==> config.mk <==
export PLATFORM = sky130hd
export DESIGN_NAME = crt_dstart_sched
export DESIGN_NICKNAME = d
export VERILOG_FILES = /design/src/rtl/crt_sp_pkg.sv /design/src/rtl/crt_dstart_fifo.sv /design/src/rtl/crt_dstart_sched.sv
export SDC_FILE = /design/constraint.sdc
export NUM_CORES = 1
export LEC_CHECK = 0
export ABC_AREA = 1
export CORE_MARGIN = 4
export CORE_UTILIZATION = 48
export CTS_CLUSTER_SIZE = 20
export DETAILED_ROUTE_END_ITERATION = 10
export PLACE_DENSITY = 0.93
export SKIP_LAST_GASP = 1
export SYNTH_ARGS = -nofsm -noshare
export SYNTH_HDL_FRONTEND = slang
export SYNTH_SLANG_ARGS = --single-unit
==> constraint.sdc <==
create_clock -name hclock -period 7.2 [get_ports hclock]
set_clock_uncertainty 0.15 [all_clocks]
set_input_delay 1.08 -clock hclock [delete_from_list [all_inputs] [get_ports hclock]]
set_output_delay 1.08 -clock hclock [all_outputs]
set_load 0.1 [all_outputs]
==> src/rtl/crt_sp_pkg.sv <==
// Shared types and constants for the CRT display-start scheduler.
package crt_sp_pkg;

   localparam int CRT_DSTART_AW         = 21;
   localparam int CRT_DSTART_FIFO_DEPTH = 4;
   localparam logic [7:0] CRT_LOST_MAX  = 8'd255;

   typedef enum logic [1:0] {
      IDLE   = 2'd0,
      ARMED  = 2'd1,
      DEFER  = 2'd2,
      COMMIT = 2'd3
   } crt_dstart_state_e;

   // Up to two requests can be lost in one cycle (collision plus overwrite).
   function automatic logic [7:0] lost_sat_add(input logic [7:0] cnt, input logic [1:0] inc);
      logic [8:0] sum;
      sum = {1'b0, cnt} + {7'd0, inc};
      return (sum > {1'b0, CRT_LOST_MAX}) ? CRT_LOST_MAX : sum[7:0];
   endfunction

endpackage

==> src/rtl/crt_dstart_fifo.sv <==
// Pending-address store: push/pop with overwrite-newest when full; zero-latency head.
// Never blocks a push; a push into a full store replaces the newest entry unless a pop frees space.
module crt_dstart_fifo #(
   parameter int W     = 21,
   parameter int DEPTH = 4
) (
   input  logic         clk,
   input  logic         rst,
   input  logic         push,
   input  logic [W-1:0] push_dat,
   input  logic         pop,
   output logic [W-1:0] head_dat,
   output logic         full,
   output logic         empty,
   output logic         multi
);

   localparam int CW = $clog2(DEPTH + 1);

   logic [CW-1:0] count;
   logic          do_pop;
   logic          ovw;

   assign empty  = (count == '0);
   assign full   = (count == CW'(DEPTH));
   assign multi  = (count > CW'(1));
   assign do_pop = pop & ~empty;
   assign ovw    = push & full & ~do_pop;

   always_ff @(posedge clk) begin
      if (rst) begin
         count <= '0;
      end else begin
         count <= count + CW'(push & ~ovw) - CW'(do_pop);
      end
   end

   generate
      if (DEPTH == 1) begin : g_slot
         logic [W-1:0] slot;

         always_ff @(posedge clk) begin
            if (push) begin
               slot <= push_dat;
            end
         end

         assign head_dat = slot;
      end else begin : g_ring
         localparam int PW = $clog2(DEPTH);

         logic [W-1:0]  mem [DEPTH];
         logic [PW-1:0] rd_ptr;
         logic [PW-1:0] wr_ptr;
         logic [PW-1:0] wr_last;

         function automatic logic [PW-1:0] nxt(input logic [PW-1:0] p);
            return (p == PW'(DEPTH - 1)) ? '0 : p + PW'(1);
         endfunction

         assign wr_last = (wr_ptr == '0) ? PW'(DEPTH - 1) : wr_ptr - PW'(1);

         // Overwrite lands on the most recently written slot, leaving older entries intact.
         always_ff @(posedge clk) begin
            if (push) begin
               mem[ovw ? wr_last : wr_ptr] <= push_dat;
            end
         end

         always_ff @(posedge clk) begin
            if (rst) begin
               rd_ptr <= '0;
               wr_ptr <= '0;
            end else begin
               if (push && !ovw) begin
                  wr_ptr <= nxt(wr_ptr);
               end
               if (do_pop) begin
                  rd_ptr <= nxt(rd_ptr);
               end
            end
         end

         assign head_dat = mem[rd_ptr];
      end
   endgenerate

endmodule

==> src/rtl/crt_dstart_sched.sv <==
// Commits host/DLP display-start writes at vblank rise (+1 cycle), deferring guard-window writes a frame.
// Requests are never stalled; excess requests overwrite pending ones. CRT_DSTART_FIFO_EN selects 4-deep storage.
module crt_dstart_sched
   import crt_sp_pkg::*;
#(
   parameter int DLP_PRIO    = 0,
   parameter int GUARD_LINES = 4,
   parameter int AW          = CRT_DSTART_AW
) (
   input  logic          hclock,
   input  logic          hreset,
   input  logic          hst_wr,
   input  logic [AW-1:0] hst_add,
   input  logic          dlp_wradd,
   input  logic [AW-1:0] dlp_add,
   input  logic          vblnkst,
   input  logic [11:0]   lcounter_stat,
   input  logic [11:0]   vactive,
   output logic [AW-1:0] dstart_act,
   output logic          ad_strst,
   output logic          addr_stat,
   output logic          dlp_ack,
   output logic          hst_ack,
   output logic [7:0]    lost_cnt
);

`ifdef CRT_DSTART_FIFO_EN
   localparam int DEPTH = CRT_DSTART_FIFO_DEPTH;
`else
   localparam int DEPTH = 1;
`endif

   crt_dstart_state_e state, state_n;

   logic          vblnkst_q;
   logic          vb_rise;
   logic [12:0]   guard_sum;
   logic          guard;
   logic          accept;
   logic          collide;
   logic [AW-1:0] win_add;
   logic          pop;
   logic [AW-1:0] head_dat;
   logic          full;
   logic          empty;
   logic          multi;
   logic [1:0]    lost_inc;

   assign vb_rise   = vblnkst & ~vblnkst_q;
   assign guard_sum = {1'b0, lcounter_stat} + 13'(GUARD_LINES);
   assign guard     = (guard_sum >= {1'b0, vactive}) & ~vblnkst;

   assign accept  = hst_wr | dlp_wradd;
   assign collide = hst_wr & dlp_wradd;
   assign win_add = collide ? ((DLP_PRIO != 0) ? dlp_add : hst_add)
                            : (dlp_wradd ? dlp_add : hst_add);

   assign pop      = (state == COMMIT);
   assign lost_inc = {1'b0, collide} + {1'b0, accept & full & ~pop};

   crt_dstart_fifo #(
      .W     (AW),
      .DEPTH (DEPTH)
   ) u_store (
      .clk      (hclock),
      .rst      (hreset),
      .push     (accept),
      .push_dat (win_add),
      .pop      (pop),
      .head_dat (head_dat),
      .full     (full),
      .empty    (empty),
      .multi    (multi)
   );

   always_comb begin
      state_n = state;
      case (state)
         IDLE: begin
            if (accept) begin
               state_n = guard ? DEFER : ARMED;
            end
         end
         ARMED: begin
            if (vb_rise) begin
               state_n = COMMIT;
            end else if (accept && guard) begin
               state_n = DEFER;
            end
         end
         DEFER: begin
            if (vb_rise) begin
               state_n = ARMED;
            end
         end
         COMMIT: begin
            if (accept) begin
               state_n = guard ? DEFER : ARMED;
            end else if (multi) begin
               state_n = ARMED;
            end else begin
               state_n = IDLE;
            end
         end
         default: state_n = IDLE;
      endcase
   end

   // vblnkst_q resets high so a blank already in progress is not taken as a rising edge.
   always_ff @(posedge hclock) begin
      if (hreset) begin
         state      <= IDLE;
         vblnkst_q  <= 1'b1;
         dstart_act <= '0;
         hst_ack    <= 1'b0;
         dlp_ack    <= 1'b0;
         lost_cnt   <= '0;
      end else begin
         state     <= state_n;
         vblnkst_q <= vblnkst;
         hst_ack   <= hst_wr;
         dlp_ack   <= dlp_wradd;
         lost_cnt  <= lost_sat_add(lost_cnt, lost_inc);
         if (state == COMMIT) begin
            dstart_act <= head_dat;
         end
      end
   end

   assign ad_strst  = (state == COMMIT);
   assign addr_stat = ~empty;

endmodule

==> impl_metrics.toml, run 1 <==
[clocking]
cts_resized = 0
hold_buffers = 0
tritoncts = "yes"
clkTransAtPathRegs_ns = 0.09
postCtsSetupBuffers = 0
cts_buffers = 5
insertion_delay_ns = 0.31
cts_root_buffer = "clkbuf_8"
cts_max_path_buffers = 2
clock-sinks = 56
htree_levels = 2

[setup_path]
arrival_ns = 3.13
cpPeakStageDelay_ns = 1.27
crit_fanout = 25
start_kind = "flip-flop"
criticalPathCategory = "reg -> out"
path_cells = "nand2_1 > inv_1 > clkdlybuf4s50_1"
end_kind = "output port"
slowest_stage = "clkdlybuf4s50_1"
required_ns = 5.97

[sta]
fmax_mhz = 229.3
holdWs_ns = 0.3392
setup_viol = 0
slew_headroom_pct = 30.77
hold_viol = 0
fin_crit_ns = 4.360
timing.final.crit_share_pct = 60.56
setup_tns_ns = 0
rsz0062_at_grt = "false"
tightest_slew_ns = 1.035
finalMaxSlewViolations = 0

[logic_synthesis]
syn_avg_cell_area_um2 = 8.719
synth_nets = 407
synthesis.instances = 321
ys_seq_elements = 56
netlist_area_um2 = 2799
ys_warn_count = 0
synthTopCellsByArea = "dfxtp_1 25%, edfxtp_1 23%, mux2_2 8.4%"
yosysUniqueCellTypes = 25
synth_sequential_area_ratio_pct = 47.56
post-synth-top-area-fraction_pct = 25.03
synth.largest_area_cell = "dfxtp_1"

[routing]
drt-total-wl_um = 6867
postRouteAntennaNets = 0
wl_met1_um = 2624
dr_wl_met3_um = 430
first_pass_iters = 4
drtIter0Drc = 105
wl_met2_um = 3659
num_vias = 2430
viasPerCell = 4.909
highest_layer = "met4"
drc = 0
wl_per_cell_um = 13.87

[finish]
stdcell_count = 495
final_area_um2 = 4036
drive_gt1_share_pct = 8.747
utilization_pct = 72.41
nets = 508
num_antenna_cells = 0
area_delta_synth_final_pct = 44.21

[power]
clkPwrFrac_pct = 23.7
power_frac_comb_pct = 41.3
peakVddDrop_mv = 0.2536
p_switching_uw = 458.6
p_int_uw = 691.0
p_sw_share_pct = 39.89
pwr_density_cell_nw_per_um2 = 284.8
cellLeakagePower_uw = 0.001689
p_seq_share_pct = 35.0

[floorplan]
die_w_um = 84.36
start_util_pct = 50.21
core-area_um2 = 5574
io_pins = 104
rows = 27
dieArea_um2 = 7117
die_h_um = 84.36

[run_status]
status = "completed"

[grt]
grt_pass1_wl_um = 11170
gr-total-overflow = 0
grt.total_usage_pct = 19.68
grt_max_degree = 26
grt_pass1_vias = 2507
antenna_found_initial = 0

[place]
place_area_um2 = 3877
gp_congestion = 0.8139
hpwlAfterDp_um = 5365
numPortBuffers = 103
place_inst = 487

[hold_path]
hp-class = "reg -> reg"

[run]
cap_violations = 0
==> worst max-delay path: cells and delay by family, from the launching register on <==
family	cells	cell delay [ns]
buf+inv	2	1.96
simple gates	1	0.43
flops	1	0.42
==> through the flow <==
| step | total power [µW] | setup WS (ns) |
|---|---|---|
| after floorplan | 751.6 | 3.811 |
| after global placement | 868.9 | 3.079 |
| after detailed placement | 882.1 | 2.894 |
| after CTS | 1156 | 2.822 |
| after global routing | 1201 | 2.594 |
| final | 1150 | 2.840 |
==> path summary, 6_finish.rpt <==
kind	start	endpoint	slack, ns	depth (start not counted)
min	dstart_act[6]$_SDFFE_PP0P_	dstart_act[6]$_SDFFE_PP0P_	0.34	2
max	state[1]$_SDFFE_PP0P_	ad_strst	2.84	3
min reg2reg	dstart_act[6]$_SDFFE_PP0P_	dstart_act[6]$_SDFFE_PP0P_	0.34	2
max reg2reg	state[1]$_SDFFE_PP0P_	lost_cnt[5]$_SDFF_PP0_	4.40	11
==> registers in the layout, indices dropped and copies added (netlist names) <==
signal            count
dstart_act           21
u_store.head_dat     21
lost_cnt              8
state                 2
dlp_ack               1
hst_ack               1
u_store.full          1
vblnkst_q             1
==> power groups by stage <==
stage,Sequential (µW),Clock [µW],Combinational [µW]
floorplan,621,0,131
global placement,406,0,463
detailed placement,409,0,473
CTS,402,277,477
global route,408,291,502
finish,402,272,475
==> layout make-up <==
class	count	area, µm²
flip-flops and latches	56	1331
repair buffers	103	1031
multi-input cells	210	1252
inverters	46	172.7
clock inverters	3	90.09
clock buffers	5	68.82
fillers	398	1538
well taps	72	90.09
==> routing by layer <==
metal	vias up	global-route usage [%]
li1	1234	-
met4	0	6.475
met5	-	0
met1	1116	21.20
met2	67	36.80
met3	13	5.594
==> synth_stat cells <==
cell	instances
nand3_1	10
o21ai_0	24
nand3b_1	1
nor2_1	61
ha_1	14
inv_1	46
a211oi_1	1
xor2_1	7
dfxtp_1	35
nand2_1	42
a21oi_1	12
fa_1	1
nand3_2	3
a21oi_2	1
buf_2	4
nor2_4	1
buf_4	1
nor3_1	3
a31oi_1	1
o21ai_2	1
xnor2_1	4
nand2_2	2
mux2_2	21
clkbuf_1	4
edfxtp_1	21
==> layout by cell type (no fill, tap or decap), types with 3 or more instances in the layout <==
cell / Yosys / final
mux2_2: 21 / 21
nor3_1: 3 / 3
inv_1: 46 / 46
nand3_1: 10 / 10
ha_1: 14 / 14
dfxtp_1: 35 / 35
nand3_2: 3 / 3
clkbuf_8: 0 / 5
xor2_1: 7 / 7
a21oi_1: 12 / 12
bufinv_16: 0 / 3
nor2_1: 61 / 61
nand2_1: 42 / 42
clkdlybuf4s50_1: 0 / 103
edfxtp_1: 21 / 21
xnor2_1: 4 / 4
o21ai_0: 24 / 24
==> cells by family (layout without fill, tap and decap cells) <==
kind of cell | count (synthesis) | count (layout) | share of synthesized area [%]
muxes | 21 | 21 | 8.449
and+or+nand+nor | 123 | 123 | 18.33
xor gates and xnor gates | 11 | 11 | 3.442
DFF | 56 | 56 | 47.56
AOI/OAI and AO/OA | 40 | 40 | 7.555
adders and majority gates | 15 | 15 | 6.974
buffers and inverters | 55 | 157 | 7.689
(Power assumes the default switching activity.)
==> inputs of run 2 (changes only) <==
- CORE_UTILIZATION: 48 -> 44
- PLACE_DENSITY: 0.93 -> 0.87
- clock period: 7.2 -> 4.25 ns (I/O delays scaled with it)
==> impl_metrics.toml, run 2 (same netlist as run 1, synthesis figures left out) <==
[hold_path]
hp-class = "reg -> reg"

[clocking]
hold_buffers = 0
cts_resized = 0
insertion_delay_ns = 0.30
postCtsSetupBuffers = 0
clock-sinks = 56
cts_max_path_buffers = 2
cts_root_buffer = "clkbuf_8"
htree_levels = 2
tritoncts = "yes"
clkTransAtPathRegs_ns = 0.09
cts_buffers = 5

[finish]
final_cell_mix = "102 x clkdlybuf4s50_1, 61 x nor2_1, 46 x inv_1, 42 x nand2_1, 35 x dfxtp_1"
final_common_cell = "clkdlybuf4s50_1"
num_antenna_cells = 0
nets = 509
area_delta_synth_final_pct = 41.75
drive_gt1_share_pct = 8.983

[floorplan]
dieArea_um2 = 7701
core-area_um2 = 6061
die_h_um = 87.76
start_util_pct = 46.18
die_w_um = 87.76
rows = 28
io_pins = 104

[sta]
setup_viol = 0
fmax_mhz = 319.9
timing.final.crit_share_pct = 73.54
tightest_slew_ns = 1.012
finalMaxSlewViolations = 0
fin_crit_ns = 3.126
setup_tns_ns = 0
slew_headroom_pct = 32.33
rsz0062_at_grt = "false"
hold_viol = 0

[routing]
drc = 0
drtIter0Drc = 90
wl_per_cell_um = 13.66
num_vias = 2409
drt-total-wl_um = 6804
first_pass_iters = 4
viasPerCell = 4.837
postRouteAntennaNets = 0

[power]
power.total_uw = 1747
pwr_density_cell_nw_per_um2 = 440.4
cellLeakagePower_uw = 0.001657
peakVddDrop_mv = 0.3638

[setup_path]
start_kind = "input port"
crit_fanout = 3
arrival_ns = 3.17
required_ns = 4.29
end_kind = "flip-flop"
criticalPathCategory = "in -> reg"

[grt]
grt_max_degree = 26
gr-total-overflow = 0
antenna_found_initial = 0
grt_pass1_vias = 2464
grt.total_usage_pct = 17.85
grt_pass1_wl_um = 10780

[place]
gp_congestion = 0.8453
numPortBuffers = 103
hpwlAfterDp_um = 5489

[run]
cap_violations = 0

[run_status]
status = "completed"
-- run 2: changes by cell type in the layout (fill, tap and decap cells not counted) --
cell / before / now
bufinv_16: 3 / 0
clkinvlp_4: 0 / 1
buf_4: 0 / 2
clkdlybuf4s50_1: 103 / 102
clkinv_2: 0 / 1
-- run 2: layer usage --
layer	up-vias	track usage (%)	share of wire (%)
li1	1234	-	-
met1	1099	19.85	39
met2	64	33.36	54
met3	12	3.669	5.0
met4	0	6.416	2.4
met5	-	0	0
-- run 2: layout make-up --
type	count	area [µm²]
fill	497	2093
sequential	56	1331
multi-input combinational	210	1252
timing repair buffer	104	1036
inverter	46	172.7
tap	75	93.84
clock buffer	5	68.82
clock inverter	2	12.51
-- run 2: metrics by stage --
step	hold WS, ns	worst slack, ns	area (µm²)	utilization [%]	std cells
6_report	0.3370	1.124	3968	65.46	498
5_1_grt	0.3758	0.8620	3968	65.46	498
4_1_cts	0.3423	1.129	3968	65.46	498
2_1_floorplan	0.3187	1.303	2799	-	321
3_3_place_gp	0.3097	0.9768	3886	64.12	491
3_5_place_dp	0.3225	0.8151	3886	64.12	491
-- run 2: path summary, 6_finish.rpt --
check             slack, ns                         end  depth (start not counted)                        from
setup / recovery       1.12       state[0]$_SDFFE_PP0P_                         19            lcounter_stat[4]
hold / removal         0.34  dstart_act[0]$_SDFFE_PP0P_                          2  dstart_act[0]$_SDFFE_PP0P_
setup reg to reg       1.43      lost_cnt[5]$_SDFF_PP0_                         11       state[1]$_SDFFE_PP0P_
hold reg to reg        0.34  dstart_act[0]$_SDFFE_PP0P_                          2  dstart_act[0]$_SDFFE_PP0P_
-- run 2: worst max-delay path, stage by stage --
cell,delay (ns)
clkdlybuf4s50_1,0.53
nand2_1,0.07
nor2_1,0.15
nand3_1,0.14
nor2_1,0.19
nand3_1,0.12
xnor2_1,0.15
ha_1,0.30
nand2_1,0.05
nor2_1,0.13
nand2_1,0.09
a21oi_2,0.13
nand2_2,0.06
nand3_2,0.06
nand3_1,0.08
nand2_2,0.10
nand2_1,0.05
nor2_1,0.10
nor2_1,0.04
-- run 2: power by group --
group	leakage [µW]	internal, µW	switching (µW)
registers	0.000499	640	41.1
logic	0.00112	235	564
clock network	0.0000400	112	155
==> inputs of run 3 (changes only) <==
- clock period: 4.25 -> 3 ns (I/O delays scaled with it)
==> impl_metrics.toml, run 3 (same netlist as run 1, synthesis figures left out) <==
[power]
power_frac_comb_pct = 43.3
pwr_density_cell_nw_per_um2 = 649.4
p_switching_uw = 1098
peakVddDrop_mv = 0.5376
p_seq_share_pct = 37.1
p_int_uw = 1504
p_sw_share_pct = 42.21
cellLeakagePower_uw = 0.001782
clkPwrFrac_pct = 19.6

[routing]
dr_wl_met3_um = 365
first_pass_iters = 4
drt-total-wl_um = 6932
drtIter0Drc = 71
postRouteAntennaNets = 0
viasPerCell = 4.838
wl_met1_um = 2707
num_vias = 2453
highest_layer = "met4"
wl_per_cell_um = 13.67
drc = 0
wl_met2_um = 3747

[sta]
setup_tns_ns = 0
fin_crit_ns = 2.734
setup_viol = 0
hold_viol = 0
rsz0062_at_grt = "false"
fmax_mhz = 365.8
timing.final.crit_share_pct = 91.12
tightest_slew_ns = 0.6663
slew_headroom_pct = 55.53
holdWs_ns = 0.3427
finalMaxSlewViolations = 0

[finish]
stdcell_count = 507
area_delta_synth_final_pct = 43.18
final_common_cell = "clkdlybuf4s50_1"
final_cell_mix = "70 x clkdlybuf4s50_1, 60 x nor2_1, 46 x inv_1, 42 x nand2_1, 41 x buf_4"
drive_gt1_share_pct = 18.75
num_antenna_cells = 0
final_area_um2 = 4008
nets = 517

[place]
gp_congestion = 0.8473
hpwlAfterDp_um = 5495
place_area_um2 = 3879
numPortBuffers = 103
place_inst = 499

[clocking]
hold_buffers = 0
cts_root_buffer = "clkbuf_8"
tritoncts = "yes"
cts_resized = 0
cts_buffers = 5
clkTransAtPathRegs_ns = 0.09
clock-sinks = 56
postCtsSetupBuffers = 0
cts_max_path_buffers = 2
htree_levels = 2
insertion_delay_ns = 0.30

[setup_path]
required_ns = 3.05
worstReg2RegEnd = "lost_cnt[5]$_SDFF_PP0_"
reg2reg_slack_ns = 0.74
criticalPathCategory = "in -> reg"
crit_fanout = 3
critPathLaunch = "lcounter_stat[3]"
crit_end = "state[0]$_SDFFE_PP0P_"
r2r_cells = 11
arrival_ns = 2.78
start_kind = "input port"
end_kind = "flip-flop"
r2r-start = "state[1]$_SDFFE_PP0P_"

[floorplan]
die_h_um = 87.76
core-area_um2 = 6061
rows = 28
io_pins = 104
start_util_pct = 46.18
die_w_um = 87.76
dieArea_um2 = 7701

[hold_path]
hp-class = "reg -> reg"
whs_path_depth = 2

[grt]
grt.total_usage_pct = 18.38
grt_pass1_vias = 2433
grt_pass1_wl_um = 10980
antenna_found_initial = 0
gr-total-overflow = 0
grt_max_degree = 26

[run]
cap_violations = 0

[run_status]
status = "completed"
run 3: cell types whose count changed in the layout (fill, tap and decap cells not counted), sizes merged:
| cell | previous run | this run |
|---|---|---|
| bufinv | 0 | 1 |
| buf | 2 | 42 |
| clkbuf | 5 | 6 |
| clkinvlp | 1 | 0 |
| clkdlybuf4s50 | 102 | 70 |
run 3: metal layers:
layer / GRT usage, % / up-vias
met5: 0 / -
met4: 6.137 / 0
met3: 3.104 / 8
met2: 33.97 / 60
met1: 21.37 / 1138
li1: - / 1247
run 3: how the worst min path moves through the flow:
| stage | startpoint | endpoint |
|---|---|---|
| 5_1_grt | dstart_act[6]$_SDFFE_PP0P_ | dstart_act[6]$_SDFFE_PP0P_ |
| 4_1_cts | dstart_act[20]$_SDFFE_PP0P_ | dstart_act[20]$_SDFFE_PP0P_ |
| 3_5_place_dp | dstart_act[18]$_SDFFE_PP0P_ | dstart_act[18]$_SDFFE_PP0P_ |
| 3_3_place_gp | dstart_act[2]$_SDFFE_PP0P_ | dstart_act[2]$_SDFFE_PP0P_ |
| 6_report | dstart_act[20]$_SDFFE_PP0P_ | dstart_act[20]$_SDFFE_PP0P_ |
| 2_1_floorplan | u_store.head_dat[11]$_DFFE_PN_ | dstart_act[11]$_SDFFE_PP0P_ |
run 3: power groups by stage:
stage               combinational, µW  sequential, µW  clock, µW
detailed placement               1130             982          0
finish                           1130             965        510
CTS                              1130             966        526
global route                     1200             982        557
global placement                 1100             978          0
floorplan                         314            1490          0
run 3: final cells by class:
| cell class | count | area [µm²] |
|---|---|---|
| fillers | 510 | 2053 |
| flip-flops and latches | 56 | 1331 |
| multi-input cells | 210 | 1260 |
| repair buffers | 112 | 1028 |
| inverters | 46 | 172.7 |
| well taps | 75 | 93.84 |
| clock buffers | 6 | 82.58 |
| clock inverters | 2 | 38.79 |
run 3: critical path: stages:
cell and delay [ns]:
clkdlybuf4s50_1 0.49, ha_1 0.22, nand3_2 0.15, xor2_1 0.21, inv_1 0.06, ha_1 0.29, nand2_1 0.06, nor2_1 0.16
nand2_1 0.09, a21oi_2 0.12, nand2_2 0.06, nand3_2 0.06, nand3_1 0.08, nand2_2 0.10, nand2_1 0.05, nor2_1 0.09
nor2_1 0.05
run 3: stage by stage:
stage                     utilization (%)  setup WS (ns)  power [µW]
after floorplan                         -         0.2406        1804
after global placement              64.00        0.03469        2081
after detailed placement            64.00       -0.06422        2114
after CTS                           66.00         0.2645        2625
after global routing                66.12       0.002347        2741
final                               66.12         0.2663        2603
